[src/rtl/calc_disp_pkg.sv]
// Shared definitions for the calculator display formatter: segment codes,
// the conversion state encoding and the common-anode polarity helper.
package calc_disp_pkg;

   // Conversion sequence: latch -> clear/load -> one bit per clock -> encode.
   typedef enum logic [1:0] {
      IDLE   = 2'd0,
      LOAD   = 2'd1,
      SHIFT  = 2'd2,
      ENCODE = 2'd3
   } state_t;

   // Segment order is {dp,g,f,e,d,c,b,a}; all codes are active-high here.
   localparam logic [7:0] SEG_DIG [0:9] = '{
      8'h3F, 8'h06, 8'h5B, 8'h4F, 8'h66,
      8'h6D, 8'h7D, 8'h07, 8'h7F, 8'h6F
   };
   localparam logic [7:0] SEG_MINUS = 8'h40;
   localparam logic [7:0] SEG_BLANK = 8'h00;
   localparam logic [7:0] SEG_E     = 8'h79;
   localparam logic [7:0] SEG_R     = 8'h50;

   // Converts an active-high code to the polarity the display wiring needs.
   function automatic logic [7:0] seg_pol(input logic [7:0] code, input logic inv);
      return inv ? ~code : code;
   endfunction

endpackage

[src/rtl/calc_disp_format_seg7.sv]
// One display digit: BCD nibble to active-high 7-segment code.
// A set blank flag (leading zero) or a non-decimal nibble gives a dark digit.
module seg7_encode
   import calc_disp_pkg::*;
(
   input  logic [3:0] nibble,
   input  logic       blank,
   output logic [7:0] code
);

   // Table lookup with blanking override.
   always_comb begin
      code = SEG_BLANK;
      if (!blank && (nibble <= 4'd9)) begin
         code = SEG_DIG[nibble];
      end
   end

endmodule

[src/rtl/calc_disp_format.sv]
// Calculator result formatter: iterative double-dabble binary-to-BCD
// conversion (one bit per clock) followed by 7-segment encoding with
// leading-zero blanking, minus sign and "Err" indication.
// Handshake: start is sampled only in IDLE; busy is high from the accepting
// edge until the edge that loads seg_data/num, on which done pulses for one
// cycle. seg_data/num then hold until the next conversion completes.
// DIGITS must be at least 3 so that "Err" fits.
module calc_disp_format
   import calc_disp_pkg::*;
#(
   parameter int WIDTH        = 14,
   parameter int DIGITS       = 4,
   parameter int COMMON_ANODE = 1,
   localparam int NUM_W       = $clog2(DIGITS + 1)
) (
   input  logic                  clk,
   input  logic                  rst,
   input  logic                  start,
   input  logic [WIDTH-1:0]      value,
   input  logic                  neg,
   input  logic                  err,
   output logic                  busy,
   output logic                  done,
   output logic [8*DIGITS-1:0]   seg_data,
   output logic [NUM_W-1:0]      num
);

   localparam int          CNT_W   = $clog2(WIDTH + 1);
   localparam int          BCD_W   = 4 * DIGITS;
   localparam logic [31:0] MAX_POS = 32'(10 ** DIGITS - 1);
   localparam logic [31:0] MAX_NEG = 32'(10 ** (DIGITS - 1) - 1);
   localparam logic        INV     = (COMMON_ANODE != 0);

   state_t             state, state_nx;
   logic [WIDTH-1:0]   value_q;
   logic               neg_q, err_q;
   logic [WIDTH-1:0]   bin_q;
   logic [BCD_W-1:0]   bcd_q, bcd_adj;
   logic [CNT_W-1:0]   cnt_q;

   logic [NUM_W-1:0]   sig_n;
   logic [DIGITS-1:0]  blank;
   logic [7:0]         digit_code [DIGITS];
   logic [7:0]         raw [DIGITS];
   logic [8*DIGITS-1:0] seg_nx;
   logic [NUM_W-1:0]   num_nx;
   logic               show_err, show_minus;

   assign busy = (state != IDLE);

   // State register.
   always_ff @(posedge clk) begin
      if (rst) state <= IDLE;
      else     state <= state_nx;
   end

   // Next-state logic; SHIFT runs until the bit counter reaches zero.
   always_comb begin
      state_nx = state;
      case (state)
         IDLE:    if (start) state_nx = LOAD;
         LOAD:    state_nx = SHIFT;
         SHIFT:   if (cnt_q == CNT_W'(1)) state_nx = ENCODE;
         ENCODE:  state_nx = IDLE;
         default: state_nx = IDLE;
      endcase
   end

   // Datapath: operand latch, double-dabble registers and output registers.
   always_ff @(posedge clk) begin
      if (rst) begin
         value_q  <= '0;
         neg_q    <= 1'b0;
         err_q    <= 1'b0;
         bin_q    <= '0;
         bcd_q    <= '0;
         cnt_q    <= '0;
         done     <= 1'b0;
         num      <= '0;
         seg_data <= {DIGITS{seg_pol(SEG_BLANK, INV)}};
      end else begin
         done <= 1'b0;
         case (state)
            IDLE: begin
               if (start) begin
                  value_q <= value;
                  neg_q   <= neg;
                  err_q   <= err;
               end
            end
            LOAD: begin
               bcd_q <= '0;
               bin_q <= value_q;
               cnt_q <= CNT_W'(WIDTH);
            end
            SHIFT: begin
               {bcd_q, bin_q} <= {bcd_adj, bin_q} << 1;
               cnt_q          <= cnt_q - CNT_W'(1);
            end
            ENCODE: begin
               seg_data <= seg_nx;
               num      <= num_nx;
               done     <= 1'b1;
            end
            default: ;
         endcase
      end
   end

   // Double-dabble correction: any nibble >= 5 gets +3 before the shift.
   always_comb begin
      bcd_adj = bcd_q;
      for (int i = 0; i < DIGITS; i++) begin
         if (bcd_q[4*i +: 4] >= 4'd5) bcd_adj[4*i +: 4] = bcd_q[4*i +: 4] + 4'd3;
      end
   end

   // Significant-digit count; a zero result still shows one digit.
   always_comb begin
      sig_n = NUM_W'(1);
      for (int i = 1; i < DIGITS; i++) begin
         if (bcd_q[4*i +: 4] != 4'd0) sig_n = NUM_W'(i + 1);
      end
   end

   // One encoder per digit; digits above the significant count are dark.
   for (genvar g = 0; g < DIGITS; g++) begin : g_digit
      assign blank[g] = (NUM_W'(g) >= sig_n);
      seg7_encode u_enc (
         .nibble (bcd_q[4*g +: 4]),
         .blank  (blank[g]),
         .code   (digit_code[g])
      );
   end

   // Special-code mux: error display wins, then minus sign, then plain digits.
   always_comb begin
      show_err   = err_q || (32'(value_q) > MAX_POS) || (neg_q && (32'(value_q) > MAX_NEG));
      show_minus = neg_q && (value_q != '0);
      num_nx     = show_minus ? (sig_n + NUM_W'(1)) : sig_n;
      for (int i = 0; i < DIGITS; i++) begin
         raw[i] = digit_code[i];
         if (show_minus && (NUM_W'(i) == sig_n)) raw[i] = SEG_MINUS;
      end
      if (show_err) begin
         for (int i = 0; i < DIGITS; i++) raw[i] = SEG_BLANK;
         raw[0] = SEG_R;
         raw[1] = SEG_R;
         raw[2] = SEG_E;
         num_nx = NUM_W'(3);
      end
      seg_nx = '0;
      for (int i = 0; i < DIGITS; i++) begin
         seg_nx[8*i +: 8] = seg_pol(raw[i], INV);
      end
   end

endmodule

[config.mk]
export PLATFORM = sky130hd
export DESIGN_NAME = calc_disp_format
export DESIGN_NICKNAME = d
export VERILOG_FILES = /design/src/rtl/calc_disp_pkg.sv /design/src/rtl/calc_disp_format_seg7.sv /design/src/rtl/calc_disp_format.sv
export SDC_FILE = /design/constraint.sdc
export NUM_CORES = 1
export LEC_CHECK = 0
export CELL_PAD_IN_SITES_DETAIL_PLACEMENT = 1
export CELL_PAD_IN_SITES_GLOBAL_PLACEMENT = 2
export CORE_UTILIZATION = 30
export CTS_CLUSTER_DIAMETER = 50
export DETAILED_ROUTE_END_ITERATION = 10
export DONT_BUFFER_PORTS = 1
export GPL_TIMING_DRIVEN = 0
export HOLD_SLACK_MARGIN = 0.05
export PLACE_DENSITY_LB_ADDON = 0.1
export SLEW_MARGIN = 10
export SYNTH_ARGS = -nofsm -noshare
export SYNTH_HDL_FRONTEND = slang
export SYNTH_HIERARCHICAL = 1
export SYNTH_SLANG_ARGS = --single-unit
[constraint.sdc]
create_clock -name clk -period 3.8 [get_ports clk]
set_input_delay 0.38 -clock clk [delete_from_list [all_inputs] [get_ports clk]]
set_output_delay 0.38 -clock clk [all_outputs]
set_load 0.005 [all_outputs]
## Yosys cells after proc, flatten, opt, wreduce, memory -nomap -nowiden

Memory sizes are Yosys's and may differ from the RTL's.
Cells that the tools add are included.

| cells by class | value |
|---|---|
| order comparisons | 18 |
| reduce and logical (&&, ||, !) cells | 26 |
| equal/unequal tests | 9 |
| bitwise operators | 8 |
| add/sub/neg operators | 6 |
| muxes and demuxes | 33 |

Operator list:

| kind | count |
|---|---|
| 2-to-1 mux 8 bit | 16 |
| 2-to-1 mux 32 bit | 1 |
| NOT 8 bit | 4 |
| one-hot mux 16 bit (2 select lines) | 1 |
| one-hot mux 14 bit (2 select lines) | 1 |
| greater-or-equal comparator 5 bit, second input constant | 4 |
| NOT 4 -> 5 bit | 4 |
| greater-or-equal comparator 4 x 3 -> 1 bit, second input constant | 4 |
| <= comparator 4 bit, second input constant | 4 |
| 2-to-1 mux 3 bit | 5 |
| > comparator 14 x 10 -> 1 bit, second input constant | 1 |
| > comparator 14 bit, second input constant | 1 |
| nonzero test 14 bit | 1 |
| adder 4 x 2 -> 4 bit, second input constant | 3 |
| 2-to-1 mux 4 bit | 3 |
| nonzero test 4 bit | 3 |
| logical AND 1 bit | 10 |
| one-hot mux 2 bit (4 select lines) | 1 |
| one-hot mux 4 bit (2 select lines) | 1 |
| equality test 2 x 3 -> 1 bit, first input constant | 2 |
| greater-or-equal comparator 1 x 3 -> 1 bit, first input constant | 2 |
| greater-or-equal comparator 2 x 3 -> 1 bit, first input constant | 2 |
| 2-to-1 mux 2 bit | 3 |
| equality test 2 bit, second input constant | 2 |
| other kinds (14) | 21 |

| storage, ports and cells | value |
|---|---|
| logic and storage cells | 114 |
| memories kept | 4 |
| input bits | 19 |
| memory bits (read-only) | 512 |
| register bits | 88 |
| output and inout port bits | 37 |

Memory list:

| memory | depth | width | read ports | clocked after Yosys merged registers in | write ports | RTL line | RTL |
|---|---|---|---|---|---|---|---|
| (name not given) | 16 | 8 | 1 | 0 | 0 | calc_disp_format_seg7.sv:15 | `code = SEG_DIG[nibble];` |
| (name not given) | 16 | 8 | 1 | 0 | 0 | calc_disp_format_seg7.sv:15 |  |
| (name not given) | 16 | 8 | 1 | 0 | 0 | calc_disp_format_seg7.sv:15 |  |
| (name not given) | 16 | 8 | 1 | 0 | 0 | calc_disp_format_seg7.sv:15 |  |

## Depth between registers and ports, before layout

Gate-level depths: netlist of the first run.

| logic depth | value |
|---|---|
| depth after elaboration | 11 |
| depth in mapped cells | 14 |

## Modules after synthesis

The synthesis of the first run kept the hierarchy.

By module, submodules not included:

| module | cells each | area each (um^2) | instances |
|---|---|---|---|
| calc_disp_format | 481 | 4,098.9 | 1 |
| seg7_encode (g_digit[0].u_enc ...) | 33 | 241.5 | 2 |
| seg7_encode (g_digit[1].u_enc) | 33 | 236.5 | 1 |
| seg7_encode (g_digit[3].u_enc) | 32 | 224.0 | 1 |

## Worst setup path after synthesis of the first run

Ideal clock, no wire load.

| timing | value |
|---|---|
| path kind | register to register |
| start | register bcd_q[8] |
| end | register seg_data[20] |
| arrival time | 2.427 ns |
| cell stages (with the launch flop) | 14 |
| library setup time | 0.122 ns |
| setup slack | 1.251 ns |
| required time | 3.678 ns |
| cell sequence | dfxtp_1 -> inv_1 -> ha_1 -> or3b_1 -> nand2b_4 -> nand2_1 -> inv_1 -> ha_1 -> nor2_1 -> nor2_1 -> a21o_4 -> a221oi_2 -> nand2_1 -> a221o_1 |

RTL lines:

| element | RTL line | RTL |
|---|---|---|
| from (decl) | calc_disp_format.sv:38 | `logic [BCD_W-1:0] bcd_q, bcd_adj;` |
| from (signal assigned) | calc_disp_format.sv:97 | `{bcd_q, bin_q} <= {bcd_adj, bin_q} << 1;` |
| to (signal assigned) | calc_disp_format.sv:80 | `seg_data <= {DIGITS{seg_pol(SEG_BLANK, INV)}};` |
| to (signal assigned) | calc_disp_format.sv:101 | `seg_data <= seg_nx;` |
| to (decl) | calc_disp_format.sv:24 | `output logic [8*DIGITS-1:0] seg_data,` |

==> results by group, run 1 <==
CTS
  • Hold_buf cts: 0
  • Total clock buffers created by CTS: 9
  • Clock Sinks: 88
  • H-tree depth: 3
  • Clk pin slew, worst setup/hold paths: 0.07 ns
  • Setup Buffers After CTS: 0
  • Clk_lat worst skew: 0.35 ns
  • Post_cts resized: 0
  • Root buf cell: clkbuf_16
  • Max clock buf depth: 2
  • CTS tree: built

Detailed routing
  • Drt via density: 4.98
  • DRT Pass-1 Iters: 4
  • Drt wl/cell: 16.7 um
  • WL final: 14,200 um
  • Residual DRC count: 0
  • Antenna Nets Post-Route: 0
  • Via count: 4,225
  • Initial DRC count: 123

Timing
  • Final number of setup-violating endpoints: 0
  • Tightest hold margin: 0.157 ns
  • Tcrit/Tclk final: 76.5%
  • RSZ-0062 raised after global routing: false
  • Fmax: 0.344 GHz
  • Relative slew slack: 52.5%
  • Max Slew Vio Count: 0
  • Total Neg Setup Slack: 0 ns
  • Worst-margin pin slew: 0.713 ns
  • Clk_skew: 0.0103 ns
  • Hold Fails Final Rpt: 0
  • Final Critical Period: 2.91 ns

Placed design
  • HPWL Detailed: 10,700 um
  • Routability congestion estimate: 0.730
  • Input/output buffers: 0
  • DP Area: 5320 um2

Finish
  • # nets final: 683
  • Synth-to-layout area growth: 11.6%
  • Design area: 5630 um2
  • Antenna Cells: 0
  • Share of cells above drive strength 1: 8.60%

Power and ir drop
  • Peak supply drop: 0.231 mV
  • Pwr per Cell Area: 522 nW/um2
  • Leakage: 1.99 nW

Global route
  • Total track usage: 17.2%
  • Total grt overflow: 0
  • Number of global-route vias before repair: 4,250
  • Initial antenna violation count: 0
  • First-pass GRT wire length: 23,400 um
  • Pin count of the biggest net entering global routing: 17

Synth
  • Syn Area/Cell: 8.24 um2
  • Most common cell in the netlist: dfxtp_1
  • Mapped cell area: 5040 um2
  • Register area share after synthesis: 34.9%
  • Yosys top cell area share: 34.9%
  • EDFF count, synth: 0
  • Synthesized instance count: 612
  • Synth area leader: dfxtp_1
  • Yosys reg bits: 88
  • Top post-synthesis cells by area: dfxtp_1 35%, ha_1 10%, a21oi_1 6.7%, nand2_1 5.8%, nor2_1 5.7%
  • Distinct cells, synth: 56
  • Post-synth top cells: 88 x dfxtp_1, 78 x nand2_1, 76 x nor2_1, 68 x a21oi_1, 41 x ha_1
  • Synth warn: 6
  • Post-synth ARST share: 0%
  • Top FF cell, synth: dfxtp_1
  • Post-Syn Nets: 672

Die
  • Die area: 17,300 um2
  • Die width: 132 um
  • Initial Utilization: 30.5%
  • IO Pins: 56
  • Rows: 47
  • Die Height: 132 um
  • Core Area: 16,500 um2

Critical path
  • R2r startpoint: bcd_q[8]$_SDFFE_PP0P_
  • CP arrival: 3.14 ns
  • Startpoint types: flip-flop
  • CP Max Fanout: 9
  • Crit Path Category: reg2reg
  • Crit. End Element: flip-flop
  • Critical path origin: bcd_q[8]$_SDFFE_PP0P_
  • Worst Path Required: 4.03 ns

Job
  • Max-cap violations: 0

Min path
  • Worst Hold Launch: value[8]
  • Hold WC Path Type: in2reg

Status
  • Status: completed
-- routing by layer --
metal  vias up  track usage (%)  wire length [um]  share of wire [%]
li1       2127                -                 -                  -
met1      2029             22.9              7130                 50
met2        56             27.5              6420                 45
met3        13             3.59               440                3.1
met4         0             5.30               186                1.3
met5         -                0                 0                  0
-- metrics by stage --
| stage | setup WS, ns | std cells | util, % | total power, mW |
|---|---|---|---|---|
| after floorplan | 1.25 | 612 | - | 1.76 |
| after global placement | 0.880 | 832 | 32.2 | 2.00 |
| after detailed placement | 0.853 | 832 | 32.2 | 2.03 |
| after CTS | 0.825 | 848 | 34.1 | 2.99 |
| after global routing | 0.585 | 848 | 34.1 | 3.15 |
| final | 0.892 | 848 | 34.1 | 2.94 |
-- sequential cells by signal, summed over array words and instances (netlist names), 2 cells and up --
name / count
seg_data: 32
bcd_q: 16
bin_q: 14
value_q: 14
cnt_q: 4
num: 3
state: 2
-- report_power, final --
part / leakage [nW] / internal [mW] / switching [mW]
Clock: 0.146 / 0.535 / 0.412
Sequential: 0.717 / 1.07 / 0.116
Combinational: 1.12 / 0.274 / 0.535
-- cells in the final DEF (no fill, tap or decap), drive strengths merged, types with 8 or more instances in the layout --
cell | Yosys | layout
mux2i | 17 | 17
ha | 41 | 41
clkbuf | 30 | 40
a211oi | 17 | 17
nor2 | 76 | 76
dfxtp | 88 | 88
a21oi | 70 | 70
inv | 35 | 38
o32a | 8 | 8
nand2 | 80 | 80
buf | 11 | 11
a221o | 9 | 9
nand2b | 15 | 15
nor3 | 25 | 25
o21ai | 12 | 12
-- final timing paths --
kind                                to  slack (ns)  depth (start not counted)
max          seg_data[20]$_SDFFE_PP1P_        0.89                         13
max reg2reg  seg_data[20]$_SDFFE_PP1P_        0.89                         13
min            value_q[8]$_SDFFE_PP0P_        0.16                          2
min reg2reg    value_q[1]$_SDFFE_PP0P_        0.48                          2
-- worst max-delay path, cell delays in order (launching register included) --
cell and delay (ns):
dfxtp_1 0.44, inv_1 0.11, ha_1 0.21, or3b_1 0.44, nand2b_4 0.19, nand2_1 0.10, inv_1 0.07, ha_1 0.22
nor2_1 0.10, nor2_1 0.09, a21o_4 0.22, a221oi_2 0.19, nand2_1 0.09, a221o_1 0.32
-- logic make-up after synthesis --
kind of cell | Yosys count | synth area share, %
xor gates and xnor gates | 9 | 1.56
buffers and inverters | 77 | 6.55
DFF | 88 | 34.9
AOI/OAI and AO/OA | 149 | 21.4
other | 4 | 0.298
adders and majority gates | 41 | 10.2
and+or+nand+nor | 224 | 21.1
muxes | 20 | 4.04
-- area by class of cell --
| type | count | area [um2] |
|---|---|---|
| fill | 1975 | 10900 |
| multi-input combinational | 447 | 2950 |
| sequential | 88 | 1760 |
| tap | 220 | 275 |
| clock buffer | 10 | 239 |
| buffer | 41 | 195 |
| inverter | 36 | 135 |
| clock inverter | 6 | 71.3 |
Power figures use the tool's default switching activity.
==> run 2: changes to the inputs <==
==> constraint.sdc (replaced) <==
create_clock -name clk -period 2.5 [get_ports clk]
set_input_delay 0.25 -clock clk [delete_from_list [all_inputs] [get_ports clk]]
set_output_delay 0.25 -clock clk [all_outputs]
set_load 0.005 [all_outputs]
==> results by group, run 2 (synthesized netlist as in run 1, its figures left out) <==
Critical path
  • CP arrival: 2.65 ns
  • CP max stage cell: or3b_4
  • Slowest cell delay on critical path: 0.37 ns
  • WP buf/inv: 2
  • Crit Path Category: reg2reg
  • Crit. End Element: flip-flop
  • CP Max Fanout: 6
  • Startpoint types: flip-flop
  • Worst Path Required: 2.73 ns
  • Reg-to-reg slack, setup: 0.08 ns
  • Crit path cell chain: inv_4, ha_4, or3b_4, nand2b_4, nand2_4, inv_4, ha_4, nor2_4, nor2_4, a21o_4, a221oi_2, nand2_1, a221o_1
  • Family with the most delay on the worst path: simple AND/OR/NAND/NOR gates

CTS
  • CTS tree: built
  • Clk_lat worst skew: 0.35 ns
  • Max clock buf depth: 2
  • Total clock buffers created by CTS: 9
  • Clk pin slew, worst setup/hold paths: 0.07 ns
  • Clock Sinks: 88
  • H-tree depth: 3
  • Root buf cell: clkbuf_16

Finish
  • Largest Register: seg_data
  • Final core occ: 36.3%
  • Max reg flops: 32
  • Most frequent cells in the layout: 82 x dfxtp_1, 77 x nand2_1, 74 x nor2_1
  • Share of cells above drive strength 1: 13.2%
  • Antenna Cells: 0
  • # nets final: 712
  • Commonest non-fill, non-tap cell in the layout: dfxtp_1
  • Biggest registers after layout: seg_data (32), bcd_q (16)
  • Synth-to-layout area growth: 19.0%
  • Fillers: 1,962

Job
  • Max-cap violations: 0

Detailed routing
  • Residual DRC count: 0
  • Metal2 WL: 6760 um
  • M1 wire length: 7050 um
  • Drt wl/cell: 16.5 um
  • Initial DRC count: 124
  • DRT Pass-1 Iters: 4
  • WL final: 14,500 um
  • Drt via density: 4.95
  • Top Metal Used: met4
  • Met3 WL: 478 um
  • Antenna Nets Post-Route: 0
  • Via count: 4,339

Die
  • Die area: 17,300 um2
  • Core Area: 16,500 um2
  • Die Height: 132 um
  • Die width: 132 um
  • Initial Utilization: 30.5%
  • Rows: 47
  • IO Pins: 56

Timing
  • Final number of setup-violating endpoints: 0
  • Max Slew Vio Count: 0
  • Fmax: 0.414 GHz
  • Total Neg Setup Slack: 0 ns
  • Hold Fails Final Rpt: 0
  • Worst-margin pin slew: 0.681 ns
  • Tcrit/Tclk final: 96.7%
  • Worst setup margin: 0.0835 ns
  • Clk_skew: 0.00829 ns
  • Relative slew slack: 54.6%
  • Final Critical Period: 2.42 ns

Power and ir drop
  • Peak supply drop: 0.373 mV
  • Sw Share: 36.2%
  • Internal Pwr Total: 2.79 mW
  • Seq pwr share: 41.1%
  • Sw Pwr: 1.58 mW
  • Clock power frac: 30.8%
  • Leakage: 2.14 nW
  • Gate power share: 28.1%
  • Pwr Total: 4.37 mW
  • Pwr per Cell Area: 727 nW/um2

Placed design
  • Input/output buffers: 0
  • Pre-CTS setup slack: -0.450 ns
  • Routability congestion estimate: 0.749
  • HPWL Detailed: 10,800 um

Global route
  • Pin count of the biggest net entering global routing: 16
  • First-pass GRT wire length: 23,700 um
  • Total track usage: 17.3%
  • Total grt overflow: 0
  • Number of global-route vias before repair: 4,352
  • Initial antenna violation count: 0

Status
  • Status: completed

Min path
  • Hold WC Path Type: in2reg
run 2: cell type report:
| type | instances | area, um2 | area share (%) |
|---|---|---|---|
| Inverter | 36 | 150 | 2.50 |
| Buffer | 41 | 195 | 3.25 |
| Clock buffer | 11 | 253 | 4.21 |
| Clock inverter | 5 | 38.8 | 0.646 |
| Tap cell | 220 | 275 | 4.59 |
| Multi-Input combinational cell | 447 | 3050 | 50.9 |
| Timing Repair Buffer | 29 | 258 | 4.29 |
| Sequential cell | 88 | 1780 | 29.6 |
run 2: final timing paths:
check                     startpoint                         to  depth (start not counted)
max            bcd_q[8]$_SDFFE_PP0P_  seg_data[20]$_SDFFE_PP1P_                         13
min                            start      state[0]$_SDFFE_PP0P_                          3
max reg2reg    bcd_q[8]$_SDFFE_PP0P_  seg_data[20]$_SDFFE_PP1P_                         13
min reg2reg  value_q[1]$_SDFFE_PP0P_    value_q[1]$_SDFFE_PP0P_                          2
run 2: per-stage QoR:
stage	std cells	hold slack, ns	area (um2)
floorplan	612	0.386	5050
global placement	832	0.388	5320
detailed placement	832	0.395	5320
CTS	870	0.161	5890
global route	877	0.194	6000
finish	877	0.161	6000
run 2: worst register-to-register path: cells and delay by family, from the launching register on:
kind                       cells  cell delay, ns
and+or+nand+nor                6            0.88
DFF                            1            0.36
adders and majority gates      2            0.28
buffers and inverters          2            0.10
AOI/OAI and AO/OA              3            0.69
run 2: what timing repair did:
action	in CTS	in global routing
setup endpoints to repair	14	4
hold buffers	16	0
gates cloned	0	0
gates resized for setup	23	14
endpoints found under the hold margin	16	0
buffers inserted	6	7
pin swaps	3	7
run 2: layer usage:
metal,track usage (%),vias to the layer above
met1,22.5,2080
met4,5.23,0
li1,-,2181
met3,3.28,11
met2,28.7,67
met5,0,-
run 2: power by group through the flow:
stage / clock network (mW) / logic, mW / registers [mW]
6_report: 1.35 / 1.23 / 1.79
5_1_grt: 1.45 / 1.38 / 1.83
3_3_place_gp: 0 / 1.20 / 1.82
2_1_floorplan: 0 / 0.901 / 1.77
3_5_place_dp: 0 / 1.23 / 1.83
4_1_cts: 1.39 / 1.26 / 1.80
